File: src/rtl/sys_pkg.sv
// Shared encodings for the SYSTEM-instruction executor: opcodes, CSR-file
// command codes, supported CSR addresses and FSM/op-class enums.
package sys_pkg;

    localparam logic [6:0]  OPC_SYSTEM = 7'b1110011;
    localparam logic [2:0]  F3_CSRRW   = 3'b001;
    localparam logic [2:0]  F3_CSRRS   = 3'b010;
    localparam logic [31:0] ECALL_W    = 32'h0000_0073;
    localparam logic [31:0] MRET_W     = 32'h3020_0073;

    localparam logic [2:0] CTR_NONE  = 3'b000;
    localparam logic [2:0] CTR_ECALL = 3'b010;
    localparam logic [2:0] CTR_MRET  = 3'b011;
    localparam logic [2:0] CTR_CSRRW = 3'b100;
    localparam logic [2:0] CTR_CSRRS = 3'b110;

    localparam logic [11:0] CSR_MSTATUS = 12'h300;
    localparam logic [11:0] CSR_MTVEC   = 12'h305;
    localparam logic [11:0] CSR_MEPC    = 12'h341;
    localparam logic [11:0] CSR_MCAUSE  = 12'h342;

    typedef enum logic [2:0] {S_IDLE, S_READ, S_WRITE, S_TRAP, S_DONE} state_e;
    typedef enum logic [2:0] {OP_NONE, OP_CSRRW, OP_CSRRS, OP_ECALL, OP_MRET} op_e;

    function automatic logic csr_known(input logic [11:0] addr);
        return (addr == CSR_MSTATUS) || (addr == CSR_MTVEC) ||
               (addr == CSR_MEPC)    || (addr == CSR_MCAUSE);
    endfunction

endpackage

File: src/rtl/sys_decode.sv
// Pure combinational classification of a SYSTEM instruction word.
module sys_decode
    import sys_pkg::*;
(
    input  logic [31:0] inst,
    output op_e         op,
    output logic        illegal,
    output logic        rs1_zero
);

    // CSR ops touching a CSR outside the implemented set fall through as illegal.
    always_comb begin
        op = OP_NONE;
        if (inst == ECALL_W)
            op = OP_ECALL;
        else if (inst == MRET_W)
            op = OP_MRET;
        else if (inst[6:0] == OPC_SYSTEM && csr_known(inst[31:20])) begin
            if (inst[14:12] == F3_CSRRW)
                op = OP_CSRRW;
            else if (inst[14:12] == F3_CSRRS)
                op = OP_CSRRS;
        end
    end

    assign illegal  = (op == OP_NONE);
    assign rs1_zero = (inst[19:15] == 5'd0);

endmodule

File: src/rtl/sys_exec.sv
// Multi-cycle SYSTEM instruction executor: CSR read/modify/write, ecall/mret
// trap redirection, illegal-encoding reporting. All outputs are registered.
module sys_exec
    import sys_pkg::*;
(
    input  logic        clk,
    input  logic        rst_n,
    input  logic        in_valid,
    output logic        in_ready,
    input  logic [31:0] inst,
    input  logic [31:0] pc,
    input  logic [31:0] rs1_data,
    output logic [2:0]  csr_ctr,
    output logic [11:0] csr_addr,
    output logic [31:0] csr_wd,
    input  logic [31:0] csr_rd,
    input  logic [31:0] csr_pc,
    output logic        rf_we,
    output logic [4:0]  rf_waddr,
    output logic [31:0] rf_wdata,
    output logic        out_valid,
    input  logic        out_ready,
    output logic        redirect,
    output logic [31:0] redirect_pc,
    output logic        illegal
);

    state_e      state;
    op_e         op_q;
    logic        rs1_zero_q;
    logic [4:0]  rd_q;
    logic [31:0] pc_q;
    logic [31:0] rs1_q;
    logic [31:0] old_q;
    logic [31:0] redirect_pc_q;
    logic        illegal_q;

    op_e  dec_op;
    logic dec_illegal;
    logic dec_rs1_zero;

    sys_decode u_decode (
        .inst     (inst),
        .op       (dec_op),
        .illegal  (dec_illegal),
        .rs1_zero (dec_rs1_zero)
    );

    assign rf_wdata    = old_q;
    assign redirect_pc = redirect_pc_q;
    assign illegal     = illegal_q;

    always_ff @(posedge clk or negedge rst_n) begin
        if (!rst_n) begin
            state         <= S_IDLE;
            in_ready      <= 1'b1;
            op_q          <= OP_NONE;
            rs1_zero_q    <= 1'b0;
            rd_q          <= '0;
            pc_q          <= '0;
            rs1_q         <= '0;
            old_q         <= '0;
            redirect_pc_q <= '0;
            illegal_q     <= 1'b0;
            csr_ctr       <= CTR_NONE;
            csr_addr      <= '0;
            csr_wd        <= '0;
            rf_we         <= 1'b0;
            rf_waddr      <= '0;
            out_valid     <= 1'b0;
            redirect      <= 1'b0;
        end else begin
            case (state)
                S_IDLE: if (in_valid) begin
                    in_ready   <= 1'b0;
                    op_q       <= dec_op;
                    rs1_zero_q <= dec_rs1_zero;
                    rd_q       <= inst[11:7];
                    pc_q       <= pc;
                    rs1_q      <= rs1_data;
                    if (dec_illegal) begin
                        state         <= S_DONE;
                        illegal_q     <= 1'b1;
                        out_valid     <= 1'b1;
                        redirect      <= 1'b0;
                        redirect_pc_q <= pc + 32'd4;
                    end else if (dec_op == OP_ECALL || dec_op == OP_MRET) begin
                        state    <= S_TRAP;
                        csr_ctr  <= (dec_op == OP_ECALL) ? CTR_ECALL : CTR_MRET;
                        csr_addr <= '0;
                        csr_wd   <= '0;
                    end else begin
                        state    <= S_READ;
                        csr_addr <= inst[31:20];
                    end
                end
                S_READ: begin
                    // csrrs with rs1=x0 is a pure read: no CSR write command.
                    state    <= S_WRITE;
                    old_q    <= csr_rd;
                    csr_wd   <= rs1_q;
                    csr_ctr  <= (op_q == OP_CSRRW) ? CTR_CSRRW :
                                (rs1_zero_q ? CTR_NONE : CTR_CSRRS);
                    rf_we    <= (rd_q != 5'd0);
                    rf_waddr <= rd_q;
                end
                S_WRITE: begin
                    state         <= S_DONE;
                    csr_ctr       <= CTR_NONE;
                    rf_we         <= 1'b0;
                    out_valid     <= 1'b1;
                    redirect      <= 1'b0;
                    redirect_pc_q <= pc_q + 32'd4;
                end
                S_TRAP: begin
                    state         <= S_DONE;
                    csr_ctr       <= CTR_NONE;
                    out_valid     <= 1'b1;
                    redirect      <= 1'b1;
                    redirect_pc_q <= csr_pc;
                end
                S_DONE: if (out_ready) begin
                    state     <= S_IDLE;
                    in_ready  <= 1'b1;
                    out_valid <= 1'b0;
                    redirect  <= 1'b0;
                    illegal_q <= 1'b0;
                end
                default: state <= S_IDLE;
            endcase
        end
    end

endmodule

File: config.mk
export PLATFORM = sky130hd
export DESIGN_NAME = sys_exec
export DESIGN_NICKNAME = d
export VERILOG_FILES = /design/src/rtl/sys_pkg.sv /design/src/rtl/sys_decode.sv /design/src/rtl/sys_exec.sv
export SDC_FILE = /design/constraint.sdc
export NUM_CORES = 1
export LEC_CHECK = 0
export CAP_MARGIN = 5
export CORE_UTILIZATION = 44
export CTS_BUF_LIST = sky130_fd_sc_hd__clkbuf_2
export CTS_CLUSTER_DIAMETER = 40
export CTS_CLUSTER_SIZE = 8
export DETAILED_ROUTE_END_ITERATION = 7
export PLACE_DENSITY_LB_ADDON = 0.05
export SYNTH_ARGS = -nofsm -noshare
export SYNTH_HDL_FRONTEND = slang
export SYNTH_SLANG_ARGS = --single-unit
export TNS_END_PERCENT = 30
File: constraint.sdc
create_clock -name clk -period 3 [get_ports clk]
set_input_delay 0.6 -clock clk [delete_from_list [all_inputs] [get_ports clk]]
set_output_delay 0.6 -clock clk [all_outputs]
set_load 0.1 [all_outputs]
Word level (Yosys, flattened, before mapping)
Cells that the tools add are included.
{"block": "totals", "inputBits": 164, "ff_bits": 197}
{"block": "classes", "n_eq_ne": 21, "bitwise_logic": 1, "n_addsub": 2, "mux": 37, "reduce_logical": 27}
{"op": "two-way mux 32 bit", "n": 5}
{"op": "one-hot mux 32 bit (3 select lines)", "n": 1}
{"op": "adder 32 x 3 -> 32 bit, second input constant", "n": 2}
{"op": "one-hot mux 32 bit (2 select lines)", "n": 1}
{"op": "== test 12 x 10 -> 1 bit, second input constant", "n": 4}
{"op": "two-way mux 3 bit", "n": 12}
{"op": "== test 32 x 30 -> 1 bit, second input constant", "n": 1}
{"op": "== test 32 x 7 -> 1 bit, second input constant", "n": 1}
{"op": "AND reduction 4 bit", "n": 5}
{"op": "== test 3 x 2 -> 1 bit, second input constant", "n": 4}
{"op": "two-way mux 12 bit", "n": 1}
{"op": "one-hot mux 3 bit (4 select lines)", "n": 1}
{"op": "inequality test 2 bit, second input constant", "n": 5}
{"op": "== test 3 x 1 -> 1 bit, second input constant", "n": 3}
{"op": "one-hot mux 3 bit (3 select lines)", "n": 1}
{"op": "AND reduction 3 bit", "n": 3}
{"op": "nonzero test 3 bit", "n": 3}
{"op": "two-way mux 1 bit", "n": 8}
{"op": "== test 7 bit, second input constant", "n": 1}
{"op": "== test 3 bit, second input constant", "n": 2}
{"op": "logical NOT 3 bit", "n": 2}
{"op": "one-hot mux 1 bit (2 select lines)", "n": 3}
{"op": "nonzero test 2 bit", "n": 3}
{"op": "logical NOT 5 bit", "n": 1}
{"op": "10 further kinds", "n": 15}

Logic depth before layout (Yosys ltp)
Gate-level depths: netlist (run 1).
{"block": "logic_depth", "depth_word": 14, "ltp_mapped": 16, "ltp_nobuf": 11}

Hierarchy
A second synthesis (run 1) with hierarchy kept.
{"block": "hier_totals", "hier_cells": 876, "area_unflattened_um2": 9245.1}
{"mod": "sys_exec", "cells_each": 847, "n_inst": 1, "area_each_um2": 9031.2, "seq_area_each_um2": 4931.0}
{"mod": "sys_decode", "cells_each": 29, "n_inst": 1, "area_each_um2": 214.0, "seq_area_each_um2": 0.0}

Worst setup path after synthesis (run 1)
No wires, ideal clock.
{"block": "synth_timing", "path_type": "reg-to-reg", "start": "reg state[1]", "end": "reg redirect_pc_q[28], in the netlist redirect_pc[28]", "n_path_buf": 5, "setup_slack_ps": -80, "arrival_ps": 2949, "period_less_slack_ps": 3080, "path_stages_with_launch": 17, "cell_sequence": "dfrtp_1 buf_4 or3b_1 buf_6 buf_4 buf_2 buf_2 nand2_1 nand2_1 ha_1 nand4_1 nor4_1 o221a_2 nand4_1 xnor2_1 a22oi_1 o21ai_1"}
{"block": "synth_between", "elab_chain_len": 3, "word_cells_on_any_way": 8, "cone_classes": "4 x eq/ne; 1 x mux; 3 x reduce/logical"}
{"item": "start: declaration", "line_no": "sys_exec.sv:28", "rtl": "state_e state;"}
{"item": "start signal: assignment", "line_no": "sys_exec.sv:55", "rtl": "state <= S_IDLE;"}
{"item": "start signal: assignment", "line_no": "sys_exec.sv:82", "rtl": "state <= S_DONE;"}
{"item": "start signal: assignment", "line_no": "sys_exec.sv:88", "rtl": "state <= S_TRAP;"}
{"item": "== test 3 x 2 -> 1 bit / logical NOT 3 bit (equally long branches)", "line_no": "sys_exec.sv:73", "rtl": "case (state)"}
{"item": "nonzero test 3 bit (no line) / inequality test 2 bit (equally long branches)"}
{"item": "AND reduction 3 bit (no line)"}
{"item": "end signal: assignment", "line_no": "sys_exec.sv:86", "rtl": "redirect_pc_q <= pc + 32'd4;"}
{"item": "end signal: assignment", "line_no": "sys_exec.sv:113", "rtl": "redirect_pc_q <= pc_q + 32'd4;"}
{"item": "end signal: assignment", "line_no": "sys_exec.sv:120", "rtl": "redirect_pc_q <= csr_pc;"}
{"item": "end: declaration", "line_no": "sys_exec.sv:35", "rtl": "logic [31:0] redirect_pc_q;"}
Several ways; a longest one is shown, not always the timed one.
A chain may end at the register's enable or synchronous reset.

Worst setup path in the final report (run 1)
{"block": "layout_timing", "start": "reg state[0]", "end": "reg redirect_pc_q[28], in the netlist redirect_pc[28]"}
The elaborated chain is that of the path after synthesis.

==> impl_metrics.ini, run 1 <==
[synthesis]
synthTopCellsByCount = nand2_1 (289), dfrtp_1 (196), nor2_1 (61), mux2_2 (41), nand3_1 (36)
ys_ff_latch = 197
synth_top_family_by_area = simple AND/OR/NAND/NOR gates
synthDistinctLibCells = 65
synth-seq-area-share_pct = 53.18
synth.most_common_cell = nand2_1
synth_fa_ha_area_share_pct = 0.1349
synth_xor_area_share_pct = 2.645
syn_inst = 956
synth_top_area_share_pct = 52.89
ys_top_cells_by_area = dfrtp_1 (53%), nand2_1 (12%), mux2_2 (5.0%)
synth_area_leader_cell = dfrtp_1
synthArstFlopShare_pct = 100.0
synth_compound_area_share_pct = 11.23
ys.flop_type = dfrtp_1
synth_mux_area_share_pct = 7.610
syn_area_per_cell_sq_um = 9.699
synth_nets = 1121
synth_simple_gate_area_share_pct = 22.09
syn_area_sq_um = 9273
yosysWarnings = 0
synth_edf_count = 0

[clock_tree]
cts_buffers = 17
clkLatencyLatePin_ns = 0.81
post_cts_resize_count = 0
clk_pin_slew_ns = 0.32
hold_buffers = 1
cts_buffer_depth = 2
clock-sinks = 197
postCtsSetupBuffers = 0
cts_tree = yes
cts_root_buf = clkbuf_2
cts_max_level = 4

[die]
design.core.area_sq_um = 20430
die_w_microns = 147.2
row_count = 52
io_pins = 285
start_util_pct = 45.39
die_area_sq_um = 21660
die_h_microns = 147.2

[route]
wl_per_cell_microns = 16.85
vias_per_cell = 5.248
routed_wirelength_microns = 25880
ant_nets = 0
firstDrtPassIters = 7
vias = 8061
drt-initial-drc-count = 675
drc_errors = 0

[placement]
numPortBuffers = 284
routabilityCongestion = 0.8991
place_area_sq_um = 12340
place_inst = 1502
place_hpwl_microns = 18690

[global_routing]
grt_overflow = 0
grt_util_all_layers_pct = 24.39
antenna_found_initial = 2
grt_pass1_vias = 7719
grt_max_degree = 72
grt_pass1_wl_microns = 41370

[pwr]
irDropWorstVdd_mv = 0.3036
p_per_area_nw_per_um2 = 505.6
p_leak_uw = 0.006072
totalPowerFinal_uw = 6380

[sta]
setup_tns_ns = 0
max_freq_mhz = 368.2
worst_slew_pin_slew_ns = 0.7402
setup_viol = 0
maxSlewHeadroom_pct = 50.53
clock_skew_ns = 0.05435
drv_slew = 0
final_hold_viol_count = 0
finalCritPeriodShare_pct = 90.53
fin_crit_ns = 2.716
rsz0062_at_grt = no

[worst_setup_path]
r2r_cells = 11
crit_type = flop to flop
crit_required_ns = 3.67
end_kind = flop
worstPathArrival_ns = 3.39
worst_setup_path_start_kind = flop
cp_max_fo = 5

[final_layout]
final_layout_size_suffix_gt1_share_pct = 20.81
design_area_sq_um = 12620
area_growth_syn_to_layout_pct = 36.09
fin_nets = 1417
fin_util_pct = 61.77
finalNonFillerCells = 1536

[status]
status = finished clean

[hold_path]
hold_class = input port to async pin

[flow_run]
max-cap-violations = 0
==> cells in the final DEF (no fill, tap or decap), types with 6 or more instances in the layout <==
cell and n:
nor4_1 7, dfrtp_1 196, buf_4 161, nor3_1 7, mux2i_1 23, xnor2_1 15, nand3_1 36, a22o_1 34
clkdlybuf4s50_1 162, buf_12 6, o21ai_0 25, nand4_1 13, clkbuf_2 17, inv_1 7, and2_1 9, a22oi_1 6
or3_1 6, xor2_1 13, nand2_1 288, a21oi_1 25, a31oi_1 18, nor2_1 61, mux2_2 41
==> worst max-delay path, cell delays in order (launching register included) <==
cell and delay, ns:
dfrtp_1 0.50, nor3b_4 0.23, nand2_1 0.08, nand2_1 0.07
ha_1 0.24, nand4_1 0.17, nor4_2 0.36, o221a_2 0.33
nand4_1 0.20, xnor2_1 0.19, a22oi_1 0.16, o21ai_1 0.09
==> final timing paths <==
path / from / endpoint / slack [ns]
max in group asynchronous: rst_n / pc_q[5] / 1.89
worst min-delay path: rst_n / redirect_pc[8] / 0.25
min in group clk: rs1_data[8] / rs1_q[8] / 0.26
worst min register to register: rs1_q[7] / csr_wd[7] / 0.49
worst max register to register: state[0] / redirect_pc[28] / 0.28
worst max-delay path: state[0] / redirect_pc[28] / 0.28
==> power breakdown <==
part	switching, uW	internal, uW	leakage (uW)	total, uW
registers	231	2950	0.00255	3180
clock network	1030	359	0.000158	1390
logic	1250	555	0.00337	1810
==> routing by layer <==
layer / up-vias / wire, microns / global-route usage (%)
met5: - / 0 / 0
met4: 0 / 373 / 7.320
met3: 27 / 2052 / 5.559
met2: 328 / 12070 / 38.56
met1: 3819 / 11380 / 33.41
li1: 3887 / - / -
==> cell families after synthesis <==
family / after synthesis
DFF: 197
and+or+nand+nor: 461
xor gates and xnor gates: 28
adders and majority gates: 1
muxes: 65
AOI/OAI and AO/OA: 143
buffers and inverters: 61
==> final cells by class <==
| type | count | area, sq um |
|---|---|---|
| Inverter | 7 | 26.28 |
| Clock inverter | 14 | 183.9 |
| Antenna cell | 2 | 5.005 |
| Tap cell | 270 | 337.8 |
| Sequential cell | 197 | 4931 |
| Fill cell | 1776 | 7810 |
| Timing Repair Buffer | 331 | 2974 |
| Multi-Input combinational cell | 698 | 4076 |
| Clock buffer | 17 | 85.08 |
==> state kept, by name, summed over array words and instances, names as in the netlist, 3 cells and up <==
register	flops
pc_q	32
rf_waddr	5
state	3
op_q	3
rd_q	5
csr_ctr	3
redirect_pc	32
rf_wdata	32
rs1_q	32
csr_wd	32
csr_addr	12
==> metrics by stage <==
| stage | hold slack, ns | setup WS, ns |
|---|---|---|
| CTS | 0.1799 | 0.2828 |
| finish | 0.2497 | 0.2841 |
| detailed placement | 0.4623 | -0.1399 |
| global route | 0.1634 | 0.07073 |
| floorplan | 0.3044 | 0.01138 |
| global placement | 0.4548 | -0.06635 |
No activity file was read; power rests on OpenSTA's default activity.
==> run 2, diff against run 1 <==
CTS_CLUSTER_DIAMETER = unset   (was 40)
==> results of run 2 <==
Final layout, timing and power as in run 1 (identical DEF).
==> run 3, diff against run 2 <==
--- a/constraint.sdc
+++ b/constraint.sdc
@@ -3,2 +3,2 @@
 set_output_delay 0.6 -clock clk [all_outputs]
-set_load 0.1 [all_outputs]
+set_load 0.01 [all_outputs]
==> impl_metrics.ini, run 3 (synthesis results as in run 1) <==
[status]
status = finished clean

[sta]
drv_slew = 0
finalCritPeriodShare_pct = 89.46
whs_ns = 0.2487
maxSlewHeadroom_pct = 50.52
setup_viol = 0
fin_crit_ns = 2.684
worst_slew_pin_slew_ns = 0.7422
setup_ws_ns = 0.3161
clock_skew_ns = 0.04300
final_hold_viol_count = 0
rsz0062_at_grt = no
max_freq_mhz = 372.6

[placement]
numPortBuffers = 284
place_area_sq_um = 12650
post-place-ws_ns = -0.08101
routabilityCongestion = 0.8872
place_hpwl_microns = 18760

[final_layout]
nFillCells = 1811
final_layout_size_suffix_gt1_share_pct = 11.16
fin_util_pct = 63.30
fin_nets = 1415
layout_commonest_cell = nand2_1
area_growth_syn_to_layout_pct = 39.47
final-seq-area_sq_um = 4931
layout_common_cells = nand2_1 (288), clkdlybuf4s50_1 (283), dfrtp_1 (196)
multi_input_area_sq_um = 4076
design_area_sq_um = 12930

[clock_tree]
clk_pin_slew_ns = 0.35
clkLatencyLatePin_ns = 0.80
postCtsSetupBuffers = 0
cts_buffer_depth = 2
cts_root_buf = clkbuf_2
post_cts_resize_count = 0
cts_buffers = 17
clock-sinks = 197
cts_tree = yes
cts_max_level = 4

[pwr]
p_per_area_nw_per_um2 = 440.2
totalPowerFinal_uw = 5693
p_int_uw = 3843
net-switching-power_uw = 1849
power_frac_seq_pct = 55.8
p_leak_uw = 0.005862
clock_power_share_pct = 24.0
irDropWorstVdd_mv = 0.2007
switching_share_pct = 32.49
combPwrFrac_pct = 20.1

[global_routing]
grt_util_met1_pct = 33.36
grt_util_all_layers_pct = 24.66
antenna_found_initial = 1
busiest_layer = met2
met3_usage_pct = 5.404
grt_max_degree = 72
grt_pass1_vias = 7984
grt_overflow = 0
grt_pass1_wl_microns = 42010
use_met2_pct = 39.15

[die]
die_w_microns = 147.2
row_count = 52
design.core.area_sq_um = 20430
io_pins = 285
start_util_pct = 45.39
die_area_sq_um = 21660
die_h_microns = 147.2

[route]
drc_errors = 0
routed_wirelength_microns = 25890
vias_per_cell = 5.219
firstDrtPassIters = 5
ant_nets = 0
drt-initial-drc-count = 465
wl_per_cell_microns = 16.86
vias = 8011

[worst_setup_path]
end_kind = flop
worst_setup_path_start_kind = flop
worstPathArrival_ns = 3.45
cp_max_fo = 27
crit_type = flop to flop
crit_required_ns = 3.76
r2r_cells = 7

[hold_path]
hold_depth = 3
hold_class = input port to flop

[flow_run]
max-cap-violations = 0
-- run 3: changes by cell type in the layout (fill, tap and decap cells not counted), sizes merged --
cell,previous run,this run
buf,167,44
bufinv,1,0
clkdlybuf4s50,162,283
clkinvlp,0,1
inv,12,13
-- run 3: power by group through the flow --
stage	registers (uW)	clock network (uW)	logic, uW
after global routing	3220	1530	1280
after floorplan	3220	0	448
final	3180	1370	1150
after detailed placement	3220	0	1150
after CTS	3180	1430	1160
after global placement	3210	0	1130
-- run 3: final timing paths --
check	startpoint	endpoint	slack (ns)
max	state[0]	redirect_pc[25]	0.32
max in group asynchronous	rst_n	in_ready	1.96
min reg2reg	rs1_q[5]	csr_wd[5]	0.51
max reg2reg	state[0]	redirect_pc[25]	0.32
min in group asynchronous	rst_n	redirect_pc[14]	0.27
min	rs1_data[26]	rs1_q[26]	0.25
-- run 3: worst max-delay path, cell delays in order, from the launching register on --
cell,delay [ns]
dfrtp_1,0.49
or3b_1,0.44
buf_4,0.28
nor4_4,0.37
o221ai_4,0.22
o41ai_1,0.58
a221oi_1,0.15
nor2_1,0.12
-- run 3: cell type report --
cell class / count / area share (%)
Multi-Input combinational cell: 698 / 31.52
Antenna cell: 2 / 0.03870
Clock inverter: 15 / 1.422
Timing Repair Buffer: 329 / 25.42
Clock buffer: 17 / 0.6579
Tap cell: 270 / 2.612
Inverter: 7 / 0.2032
Sequential cell: 197 / 38.13
-- run 3: per-stage QoR --
stage                     instances  TNS, ns
after floorplan                 956        0
after global placement         1500  -0.9609
after detailed placement       1500   -2.098
after CTS                      1533        0
after global routing           1535        0
final                          1535        0
-- run 3: repair_timing --
item | in CTS | in global routing
hold buffers | 1 | 0
endpoints found under the setup margin | 0 | 0
endpoints found under the hold margin | 62 | 0
-- run 3: per-layer routing --
| metal | part of all wire (%) | routed length, microns |
|---|---|---|
| met5 | 0 | 0 |
| met4 | 2.1 | 541 |
| met3 | 7.2 | 1863 |
| met2 | 46 | 11950 |
| met1 | 45 | 11530 |
